<file path="config.mk">
export PLATFORM = sky130hd
export DESIGN_NAME = mmio_uart_tx
export DESIGN_NICKNAME = d
export VERILOG_FILES = /design/src/rtl/uart_pkg.sv /design/src/rtl/sync_fifo.sv /design/src/rtl/mmio_uart_tx.sv
export SDC_FILE = /design/constraint.sdc
export NUM_CORES = 1
export LEC_CHECK = 0
export CORE_ASPECT_RATIO = 0.9
export CORE_MARGIN = 8
export CORE_UTILIZATION = 49
export CTS_CLUSTER_SIZE = 12
export DETAILED_ROUTE_END_ITERATION = 16
export HOLD_SLACK_MARGIN = 0.06
export PLACE_DENSITY = 0.91
export SLEW_MARGIN = 5
export SYNTH_ARGS = -nofsm -noshare
export SYNTH_HDL_FRONTEND = slang
export SYNTH_SLANG_ARGS = --single-unit
export TNS_END_PERCENT = 5
</file>
<file path="constraint.sdc">
create_clock -name clk -period 4.38 [get_ports clk]
set_clock_uncertainty 0.15 [all_clocks]
set_input_delay 0.876 -clock clk [delete_from_list [all_inputs] [get_ports clk]]
set_output_delay 0.876 -clock clk [all_outputs]
set_load 0.02 [all_outputs]
</file>
<file path="src/rtl/uart_pkg.sv">
// Shared definitions for the MMIO UART transmitter: FSM encoding, register map and STATUS layout.
// Optional build macro UART_TX_PARITY_EN adds an even-parity state to the frame.
package uart_pkg;

`ifdef UART_TX_PARITY_EN
  typedef enum logic [2:0] {
    ST_IDLE,
    ST_START,
    ST_DATA,
    ST_PARITY,
    ST_STOP
  } tx_state_e;
`else
  typedef enum logic [1:0] {
    ST_IDLE,
    ST_START,
    ST_DATA,
    ST_STOP
  } tx_state_e;
`endif

  // Byte offsets inside the 8-byte register window; only bit 2 is decoded.
  localparam logic [2:0] REG_TXDATA = 3'd0;
  localparam logic [2:0] REG_STATUS = 3'd4;

  localparam int unsigned STAT_FULL    = 0;
  localparam int unsigned STAT_EMPTY   = 1;
  localparam int unsigned STAT_BUSY    = 2;
  localparam int unsigned STAT_OVF     = 3;
  localparam int unsigned STAT_CNT_LSB = 4;
  localparam int unsigned STAT_CNT_W   = 4;

  function automatic logic [31:0] status_word(input logic full, input logic empty,
                                              input logic busy, input logic ovf,
                                              input logic [STAT_CNT_W-1:0] cnt);
    logic [31:0] w;
    w = '0;
    w[STAT_FULL]  = full;
    w[STAT_EMPTY] = empty;
    w[STAT_BUSY]  = busy;
    w[STAT_OVF]   = ovf;
    w[STAT_CNT_LSB +: STAT_CNT_W] = cnt;
    return w;
  endfunction

endpackage

</file>
<file path="src/rtl/sync_fifo.sv">
// Single-clock FIFO with power-of-two depth, wrapping pointers and an occupancy count.
// A push while full is accepted only when a pop happens in the same cycle.
module sync_fifo #(
  parameter int unsigned WIDTH = 8,
  parameter int unsigned DEPTH = 4
) (
  input  logic                         clk,
  input  logic                         reset,
  input  logic                         push,
  input  logic                         pop,
  input  logic [WIDTH-1:0]             din,
  output logic [WIDTH-1:0]             dout,
  output logic                         full,
  output logic                         empty,
  output logic [$clog2(DEPTH+1)-1:0]   count
);

  localparam int unsigned AW = $clog2(DEPTH);
  localparam int unsigned CW = $clog2(DEPTH+1);

  logic [WIDTH-1:0] mem [DEPTH];
  logic [AW-1:0]    wptr;
  logic [AW-1:0]    rptr;
  logic             push_ok;
  logic             pop_ok;

  assign full    = (count == CW'(DEPTH));
  assign empty   = (count == '0);
  assign pop_ok  = pop && !empty;
  assign push_ok = push && (!full || pop_ok);
  assign dout    = mem[rptr];

  always_ff @(posedge clk) begin
    if (push_ok) mem[wptr] <= din;
  end

  always_ff @(posedge clk) begin
    if (!reset) begin
      wptr  <= '0;
      rptr  <= '0;
      count <= '0;
    end else begin
      if (push_ok) wptr <= wptr + 1'b1;
      if (pop_ok)  rptr <= rptr + 1'b1;
      case ({push_ok, pop_ok})
        2'b10:   count <= count + 1'b1;
        2'b01:   count <= count - 1'b1;
        default: count <= count;
      endcase
    end
  end

endmodule

</file>
<file path="src/rtl/mmio_uart_tx.sv">
// Memory-mapped UART transmitter: TXDATA/STATUS register window, byte FIFO and serial framer.
// Define UART_TX_PARITY_EN to append an even-parity bit (11-bit frame); default is 8N1.
module mmio_uart_tx
  import uart_pkg::*;
#(
  parameter int unsigned CLKS_PER_BIT = 16,
  parameter int unsigned FIFO_DEPTH   = 4,
  parameter logic [31:0] BASE_ADDR    = 32'h0000_1000
) (
  input  logic        clk,
  input  logic        reset,
  input  logic        we,
  input  logic [31:0] addr,
  input  logic [31:0] data_i,
  output logic [31:0] data_o,
  output logic        sel,
  output logic        tx
);

  localparam int unsigned BW = $clog2(CLKS_PER_BIT);
  localparam int unsigned CW = $clog2(FIFO_DEPTH+1);

  tx_state_e       state;
  logic [BW-1:0]   baud;
  logic [2:0]      bit_idx;
  logic [7:0]      data_q;
  logic            ovf;

  logic            is_status_c;
  logic            wr_txdata_c;
  logic            wr_status_c;
  logic            baud_last_c;
  logic            pop_c;
  logic            line_c;
  logic            busy_c;
  logic [7:0]      fifo_dout;
  logic            fifo_full;
  logic            fifo_empty;
  logic [CW-1:0]   fifo_count;
  logic            unused_c;

  assign unused_c = ^{addr[1:0], data_i[31:8]};

  // Address decode and register strobes.
  assign sel         = (addr[31:3] == BASE_ADDR[31:3]);
  assign is_status_c = (addr[2] == REG_STATUS[2]);
  assign wr_txdata_c = we && sel && (addr[2] == REG_TXDATA[2]);
  assign wr_status_c = we && sel && is_status_c;

  assign baud_last_c = (baud == BW'(CLKS_PER_BIT - 1));
  assign busy_c      = (state != ST_IDLE);
  assign pop_c       = !fifo_empty &&
                       ((state == ST_IDLE) || ((state == ST_STOP) && baud_last_c));

  sync_fifo #(
    .WIDTH (8),
    .DEPTH (FIFO_DEPTH)
  ) u_fifo (
    .clk   (clk),
    .reset (reset),
    .push  (wr_txdata_c),
    .pop   (pop_c),
    .din   (data_i[7:0]),
    .dout  (fifo_dout),
    .full  (fifo_full),
    .empty (fifo_empty),
    .count (fifo_count)
  );

  // Zero-latency read path, like the data memory it sits beside.
  always_comb begin
    data_o = '0;
    if (sel && is_status_c)
      data_o = status_word(fifo_full, fifo_empty, busy_c, ovf, STAT_CNT_W'(fifo_count));
  end

  // Sticky overflow: a dropped push sets it, any STATUS write clears it.
  always_ff @(posedge clk) begin
    if (!reset)
      ovf <= 1'b0;
    else if (wr_status_c)
      ovf <= 1'b0;
    else if (wr_txdata_c && fifo_full && !pop_c)
      ovf <= 1'b1;
  end

  always_comb begin
    line_c = 1'b1;
    case (state)
      ST_START:  line_c = 1'b0;
      ST_DATA:   line_c = data_q[bit_idx];
`ifdef UART_TX_PARITY_EN
      ST_PARITY: line_c = ^data_q;
`endif
      default:   line_c = 1'b1;
    endcase
  end

  // Framer; tx is the registered copy of the current state's line level.
  always_ff @(posedge clk) begin
    if (!reset) begin
      state   <= ST_IDLE;
      baud    <= '0;
      bit_idx <= '0;
      data_q  <= '0;
      tx      <= 1'b1;
    end else begin
      tx <= line_c;
      case (state)
        ST_IDLE: begin
          if (!fifo_empty) begin
            data_q <= fifo_dout;
            baud   <= '0;
            state  <= ST_START;
          end
        end
        ST_START: begin
          if (baud_last_c) begin
            baud    <= '0;
            bit_idx <= '0;
            state   <= ST_DATA;
          end else begin
            baud <= baud + 1'b1;
          end
        end
        ST_DATA: begin
          if (baud_last_c) begin
            baud <= '0;
            if (bit_idx == 3'd7) begin
`ifdef UART_TX_PARITY_EN
              state <= ST_PARITY;
`else
              state <= ST_STOP;
`endif
            end else begin
              bit_idx <= bit_idx + 3'd1;
            end
          end else begin
            baud <= baud + 1'b1;
          end
        end
`ifdef UART_TX_PARITY_EN
        ST_PARITY: begin
          if (baud_last_c) begin
            baud  <= '0;
            state <= ST_STOP;
          end else begin
            baud <= baud + 1'b1;
          end
        end
`endif
        ST_STOP: begin
          if (baud_last_c) begin
            baud <= '0;
            if (!fifo_empty) begin
              data_q <= fifo_dout;
              state  <= ST_START;
            end else begin
              state <= ST_IDLE;
            end
          end else begin
            baud <= baud + 1'b1;
          end
        end
        default: state <= ST_IDLE;
      endcase
    end
  end

endmodule

</file>
=== After elaboration in Yosys (flattened, before gate mapping) ===
Memories as Yosys holds them, arrays and structs flattened. A register that Yosys moved wholly into a read port is not among the register bits.
Cells that the tools add are included.

* Bits in registers: 26
* Bits in latches: 0
* Bits in writable memories: 32
* ROM bits: 0
* Bits of input ports: 67
* Output and inout bits: 34
* Memories: 1

{| class="wikitable"
|+ Memory list
! name !! words !! width !! rd ports !! clocked after memory_dff !! wr ports !! line !! source
|-
| u_fifo.mem || 4 || 8 || 1 || 1 || 1 || sync_fifo.sv:21 || <nowiki>logic [WIDTH-1:0] mem [DEPTH];</nowiki>
|}

* $add $sub $neg: 6
* $mul: 0
* Divide/modulo/power cells: 0
* $lt $le $gt $ge: 1
* Eq/ne operators: 15
* Shift-type cells: 0
* Muxes and demuxes: 26
* Bitwise operators: 2
* Reductions and logical operators: 26

{| class="wikitable"
|+ Operators with widths
! kind !! number
|-
| $eq A29 B10 Y1 const B || 1
|-
| $mux W8 || 2
|-
| $pmux W8 S2 || 1
|-
| $mux W2 || 7
|-
| $ne A2 B2 Y1 const B || 6
|-
| $pmux W3 S2 || 2
|-
| $logic_and A1 B1 Y1 || 10
|-
| $mux W3 || 3
|-
| $mux W4 || 2
|-
| $pmux W2 S4 || 1
|-
| $pmux W4 S2 || 1
|-
| $reduce_bool A2 Y1 || 4
|-
| $mux W7 || 1
|-
| $add A3 B1 Y3 const B || 2
|-
| $eq A2 B2 Y1 const B || 3
|-
| $eq A3 B3 Y1 const B || 2
|-
| $reduce_and A5 Y1 || 1
|-
| $add A2 B1 Y2 const B || 2
|-
| $add A4 B1 Y4 const B || 1
|-
| $eq A2 B1 Y1 const B || 2
|-
| $eq A4 B4 Y1 const B || 1
|-
| $lt A3 B4 Y1 const B || 1
|-
| $mux W1 || 4
|-
| $reduce_and A4 Y1 || 1
|-
| other kinds (11) || 15
|}

=== Depth between registers and ports, before layout ===
Gate-level depths: netlist of the first run.

* Depth after elaboration: 9
* Gate-level depth with buffers: 12

=== Modules after synthesis ===
From an unflattened synthesis of the first run, not the netlist that was laid out.

* Cell total of the unflattened synthesis: 250
* Area total of the unflattened synthesis: 2,969.1 sq um

{| class="wikitable"
|+ Modules (own cells, without submodules)
! module !! instances !! cells an instance !! area an instance (sq um)
|-
| sync_fifo || 1 || 96 || 1,645.3
|-
| mmio_uart_tx || 1 || 154 || 1,323.8
|}

=== Worst setup path after synthesis of the first run ===
OpenSTA, ideal clock, no wires.

* Path type: input -> output
* From: input port addr[14]
* To: output port data_o[2]
* Data arrival time: 1,960 ps
* Setup slack: 1,394 ps
* Cell stages on the path: 4
* Path buffers: 0
* Cells stage by stage: nor4b_2 and4_1 and3_1 nor2b_1

* Word-level cells in the longest chain between the ends: 3

{| class="wikitable"
|+ Ends and longest elaborated chain
! item !! line !! source
|-
| from (decl) || mmio_uart_tx.sv:13 || <nowiki>input logic [31:0] addr,</nowiki>
|-
| $eq A29 B10 Y1 || mmio_uart_tx.sv:45 || <nowiki>assign sel = (addr[31:3] == BASE_ADDR[31:3]);</nowiki>
|-
| $logic_and A1 B1 Y1 || mmio_uart_tx.sv:73 || <nowiki>if (sel && is_status_c)</nowiki>
|-
| $mux W7 || mmio_uart_tx.sv:73 ||
|-
| to (decl) || mmio_uart_tx.sv:15 || <nowiki>output logic [31:0] data_o,</nowiki>
|}

Every way passes these cells.

=== Final worst setup path of the first run ===
* From: input port addr[26]
* To: output port data_o[0]

The elaborated chain is that of the path after synthesis.

==> flow_metrics.py, run 1 <==
metrics = {
    "global_route": {
        "track_usage_pct": 13.4,
        "use_met3_pct": 4.78,
        "grt_overflow": 0,
        "grt_first_pass_wirelength_um": 9550,
        "grt_max_degree": 23,
        "use_met2_pct": 22.8,
        "top_usage_layer": "met2",
        "use_met1_pct": 15.0,
        "antenna_found_initial": 0,
        "first_global_vias": 1998,
    },
    "clock_tree": {
        "clockBufferDepth": 2,
        "cts_hold_buf": 0,
        "cts_setup_buffers": 0,
        "root_buffer": "clkbuf_8",
        "cts_tree": "yes",
        "path_clk_slew_ns": 0.07,
        "htreeDepth": 3,
        "cts_resized": 0,
        "clock-sinks": 60,
        "cts_buffers": 9,
        "clk_latency_ns": 0.34,
    },
    "sta": {
        "worst_pin_slew_ns": 0.776,
        "setup_viol": 0,
        "finalHoldViolations": 0,
        "fmax_mhz": 249,
        "fin_crit_sh_pct": 91.5,
        "post-route-min-period_ns": 4.01,
        "relSlewSlack_pct": 48.1,
        "fin_setup_tns_ns": 0,
        "slew_viol_final": 0,
        "rsz0062_at_grt": "no",
    },
    "yosys": {
        "synth_area_per_cell_um2": 12.4,
        "synth_edf_count": 32,
        "async_flop_share_pct": 0,
        "ys_types": 44,
        "ys_warn_count": 0,
        "ys_seq_area_share_pct": 50.4,
        "syn_inst": 244,
        "synthFlopType": "edfxtp_1",
        "syn_area_mm2": 0.00302,
        "synth-seq-cells": 60,
    },
    "critical_path": {
        "r2r_start": "state[1]",
        "r2r-end": "u_fifo.count[2]",
        "cp_max_fo": 7,
        "critPathCaptureType": "primary output",
        "reg2reg_depth": 12,
        "crit_arrival_ns": 2.98,
        "start_kind": "primary input",
        "worst-setup-path-type": "in2out",
        "crit_required_ns": 3.35,
        "rrSetupSlack_ns": 1.51,
    },
    "die": {
        "ios": 101,
        "start_util_pct": 49.9,
        "rows": 27,
        "dieArea_mm2": 0.00893,
        "dieWidth_um": 98.7,
        "dieHeight_um": 90.5,
        "coreArea_mm2": 0.00605,
    },
    "power": {
        "peakVddDrop_uv": 237,
        "total_leakage_power_uw": 0.00126,
        "power_density_mw_per_mm2": 309,
    },
    "cells_and_area": {
        "instances_no_fill": 375,
        "design_area_mm2": 0.00367,
        "finish.utilization_pct": 60.7,
        "drive_gt1_share_pct": 12.9,
        "n_antenna_cell": 0,
        "fillers": 454,
        "syn_to_final_growth_pct": 21.7,
        "final_nets": 379,
        "final_cell_mix": "49 x clkdlybuf4s50_1, 32 x edfxtp_1, 28 x dfxtp_1",
        "final_common_cell": "clkdlybuf4s50_1",
    },
    "place": {
        "dp_cells": 359,
        "port_buffers": 49,
        "hpwl_um": 4400,
        "gp_congestion": 0.770,
        "place_area_mm2": 0.00348,
    },
    "detailed_routing": {
        "vias": 1929,
        "wirelength_um": 5740,
        "drtAntennaViolNets": 0,
        "viasPerCell": 5.14,
        "wire_per_inst_um": 15.3,
        "initialDrtViolationCount": 76,
        "dr.pass1.iters": 4,
        "drc_errors": 0,
    },
    "worst_hold_path": {
        "hp-start": "ovf",
        "hold_class": "reg2reg",
        "hold_end": "ovf",
        "holdPathStages": 1,
    },
    "job": {
        "cap_viol_max_count": 0,
    },
    "status": {
        "outcome": "finished, final reports clean",
    },
}
-- worst max path at each step --
stage	start	end	slack, ns	cells after the start
finish	addr[26]	data_o[0]	0.37	6
CTS	addr[26]	data_o[0]	0.35	6
global placement	addr[26]	data_o[0]	0.44	6
global route	addr[26]	data_o[0]	0.24	6
detailed placement	addr[26]	data_o[0]	0.36	6
floorplan	addr[14]	data_o[2]	1.39	4
-- through the flow --
stage / hold WS (ns) / power (µW) / setup WS [ns]
2_1_floorplan: 0.282 / 646 / 1.39
3_3_place_gp: 0.302 / 670 / 0.437
3_5_place_dp: 0.310 / 672 / 0.361
4_1_cts: 0.325 / 1150 / 0.351
5_1_grt: 0.362 / 1180 / 0.243
6_report: 0.324 / 1140 / 0.370
-- synth_stat cells (2+ instances only) --
| library cell | instances | share of area [%] |
|---|---|---|
| edfxtp_1 | 32 | 32 |
| dfxtp_1 | 28 | 19 |
| and3_1 | 2 | 0.41 |
| nand2_1 | 8 | 1.0 |
| xnor2_1 | 2 | 0.58 |
| mux2i_1 | 16 | 5.3 |
| nor3b_1 | 4 | 1.0 |
| nand4_1 | 3 | 0.62 |
| nor3_1 | 2 | 0.33 |
| a31oi_1 | 2 | 0.41 |
| inv_1 | 9 | 1.1 |
| clkbuf_1 | 3 | 0.37 |
| buf_4 | 25 | 6.2 |
| a21oi_1 | 8 | 1.3 |
| nor2b_1 | 2 | 0.41 |
| mux4_2 | 10 | 7.5 |
| o21a_1 | 2 | 0.50 |
| ha_1 | 13 | 5.4 |
| nor2_1 | 25 | 3.1 |
| o21ai_0 | 4 | 0.66 |
| and2_1 | 12 | 2.5 |
| nand3_1 | 2 | 0.33 |
| nor4_2 | 5 | 2.1 |
| xor2_1 | 2 | 0.58 |
| nor4b_2 | 2 | 1.0 |
| and4_1 | 3 | 0.87 |
-- layout make-up --
class / instances / area [µm²] / area share (%)
clock buffer: 10 / 128 / 3.47
clock inverter: 6 / 65.1 / 1.77
inverter: 9 / 33.8 / 0.920
multi-input combinational: 169 / 1350 / 36.6
sequential: 60 / 1520 / 41.4
tap: 72 / 90.1 / 2.45
timing repair buffer: 49 / 490 / 13.4
-- where the power goes --
part	switching, µW	internal, µW
Combinational	35.4	33.6
Clock	215	261
Sequential	0.00000653	591
-- flip-flops by register name, indices dropped and copies added, names as in the netlist, named ones only --
register,count
data_q,8
u_fifo.wptr,2
bit_idx,3
u_fifo.rptr,2
baud,4
ovf,1
u_fifo.count,3
tx,1
state,2
u_fifo.mem,32
-- critical path, cell delays in order --
cell and delay (ns):
clkdlybuf4s50_1 0.41, nor4_2 0.35, and4_1 0.30, and3_1 0.26, and3_1 0.18, clkdlybuf4s50_1 0.60
-- per-layer routing --
layer,routed length [µm],share of wire [%],vias up
met5,0,0,-
met4,62,1.1,0
met3,303,5.3,10
met2,3030,53,40
met1,2350,41,932
li1,-,-,947
-- logic make-up after synthesis --
family | count (synthesis) | share of synthesized area [%]
compound gates | 21 | 4.77
xor+xnor | 4 | 1.16
fa+ha+maj | 14 | 6.05
buf+inv | 39 | 8.00
flops | 60 | 50.4
mux | 27 | 13.1
other cells | 1 | 0.124
simple gates | 78 | 16.3
Note: power is estimated with default switching activity, not from simulation.
==> run 2, diff against run 1 <==
--- a/config.mk
+++ b/config.mk
@@ -5,7 +5,6 @@
 export SDC_FILE = /design/constraint.sdc
 export NUM_CORES = 1
 export LEC_CHECK = 0
-export CORE_ASPECT_RATIO = 0.9
 export CORE_MARGIN = 8
 export CORE_UTILIZATION = 49
 export CTS_CLUSTER_SIZE = 12
==> flow_metrics.py, run 2 (synthesis gave the netlist of run 1 again) <==
metrics = {
    "critical_path": {
        "critPathCaptureType": "primary output",
        "slowest_delay_ns": 0.60,
        "reg2reg_depth": 12,
        "start_kind": "primary input",
        "r2r_start": "state[1]",
        "crit_arrival_ns": 2.95,
        "worst-setup-path-type": "in2out",
        "rrSetupSlack_ns": 1.47,
        "r2r-end": "u_fifo.count[2]",
        "crit_slowest_cell": "clkdlybuf4s50_1",
        "path_cells": "clkdlybuf4s50_1, nor4b_2, and4_1, and3_1, and3_1, clkdlybuf4s50_1",
        "cp_max_fo": 7,
        "crit_required_ns": 3.35,
    },
    "die": {
        "rows": 28,
        "ios": 101,
        "coreArea_mm2": 0.00596,
        "dieWidth_um": 94.5,
        "dieArea_mm2": 0.00893,
        "dieHeight_um": 94.5,
        "start_util_pct": 50.7,
    },
    "detailed_routing": {
        "vias": 1899,
        "initialDrtViolationCount": 85,
        "drc_errors": 0,
        "drtAntennaViolNets": 0,
        "wire_per_inst_um": 15.5,
        "wirelength_um": 5840,
        "viasPerCell": 5.02,
        "dr.pass1.iters": 4,
    },
    "sta": {
        "fin_setup_tns_ns": 0,
        "fin_crit_sh_pct": 90.7,
        "finalHoldViolations": 0,
        "rsz0062_at_grt": "no",
        "relSlewSlack_pct": 49.0,
        "setup_viol": 0,
        "fmax_mhz": 252,
        "post-route-min-period_ns": 3.97,
        "worst_pin_slew_ns": 0.763,
        "slew_viol_final": 0,
    },
    "worst_hold_path": {
        "hold_class": "reg2reg",
        "hp-start": "ovf",
        "hold_end": "ovf",
        "holdPathStages": 1,
    },
    "place": {
        "hpwl_um": 4460,
        "gp_congestion": 0.756,
        "port_buffers": 49,
    },
    "clock_tree": {
        "path_clk_slew_ns": 0.07,
        "root_buffer": "clkbuf_8",
        "cts_tree": "yes",
        "clock-sinks": 60,
        "clk_latency_ns": 0.33,
        "cts_setup_buffers": 0,
        "clockBufferDepth": 2,
        "htreeDepth": 3,
        "cts_resized": 0,
        "cts_buffers": 9,
        "cts_hold_buf": 0,
    },
    "cells_and_area": {
        "final_nets": 379,
        "top_register": "u_fifo.mem",
        "n_antenna_cell": 0,
        "largest_reg_flops": 32,
        "drive_gt1_share_pct": 13.5,
        "final_cell_mix": "49 x clkdlybuf4s50_1, 32 x edfxtp_1, 28 x dfxtp_1",
        "reg_top3": "u_fifo.mem x32, data_q x8, baud x4",
        "syn_to_final_growth_pct": 22.8,
        "final_common_cell": "clkdlybuf4s50_1",
        "multi_input_area_mm2": 0.00135,
        "fillers": 453,
        "ff_latch_area_mm2": 0.00152,
        "finish.utilization_pct": 62.2,
    },
    "job": {
        "cap_viol_max_count": 0,
    },
    "global_route": {
        "grt_overflow": 0,
        "antenna_found_initial": 0,
        "first_global_vias": 1973,
        "grt_first_pass_wirelength_um": 9190,
        "grt_max_degree": 23,
        "track_usage_pct": 13.5,
    },
    "power": {
        "p_clk_share_pct": 45.4,
        "p_int_uw": 947,
        "seqPwrFrac_pct": 48.9,
        "total_leakage_power_uw": 0.00129,
        "p_comb_share_pct": 5.7,
        "p_sw_uw": 261,
        "swShare_pct": 21.6,
        "peakVddDrop_uv": 295,
        "power_density_mw_per_mm2": 326,
    },
    "status": {
        "outcome": "finished, final reports clean",
    },
}
## run 2: worst max-delay path, delay by kind of cell
kind / cells / cell delay, ns
simple gates: 4 / 1.06
buf+inv: 2 / 1.01
## run 2: stage by stage
stage,area (µm²),hold WS (ns),cells,total power (µW),setup slack [ns]
3_3_place_gp,3480,0.301,362,670,0.456
6_report,3710,0.334,378,1210,0.406
4_1_cts,3710,0.334,378,1220,0.417
2_1_floorplan,3110,0.282,268,646,1.39
3_5_place_dp,3480,0.317,362,671,0.428
5_1_grt,3710,0.354,378,1250,0.317
## run 2: routing by layer
metal  up-vias  share of wire (%)  global-route usage (%)
li1        948                  -                       -
met1       900                 39                    13.7
met2        46                 53                    24.9
met3         5                6.2                    4.60
met4         0               0.87                    5.46
met5         -                  0                       0
## run 2: cell type report
cell class	instances	share of cell area (%)
clock buffer	9	3.34
clock inverter	7	2.67
multi-input combinational	169	36.3
tap	75	2.53
sequential	60	41.0
inverter	9	0.911
timing repair buffer	49	13.2
## run 2: power by group through the flow
stage                     clock network, µW  registers, µW  logic, µW
after global placement                    0            603       66.6
after detailed placement                  0            603       67.9
final                                   548            591       69.1
after CTS                               560            591       68.1
after floorplan                           0            604       42.8
after global routing                    587            591       73.1
## run 2: how the worst max path moves through the flow
stage / start / endpoint / cells past startpoint
after floorplan: addr[14] / data_o[2] / 4
after global placement: addr[17] / data_o[0] / 6
after detailed placement: addr[14] / data_o[0] / 6
after CTS: addr[14] / data_o[0] / 6
after global routing: addr[17] / data_o[2] / 6
final: addr[14] / data_o[0] / 6
==> run 3, diff against run 2 <==
--- a/config.mk
+++ b/config.mk
@@ -11,6 +11,7 @@
 export DETAILED_ROUTE_END_ITERATION = 16
 export HOLD_SLACK_MARGIN = 0.06
 export PLACE_DENSITY = 0.91
+export SKIP_CTS_REPAIR_TIMING = 1
 export SLEW_MARGIN = 5
 export SYNTH_ARGS = -nofsm -noshare
 export SYNTH_HDL_FRONTEND = slang
==> results of run 3 <==
Same layout as run 2: the final DEF is identical, and so are final timing and power.
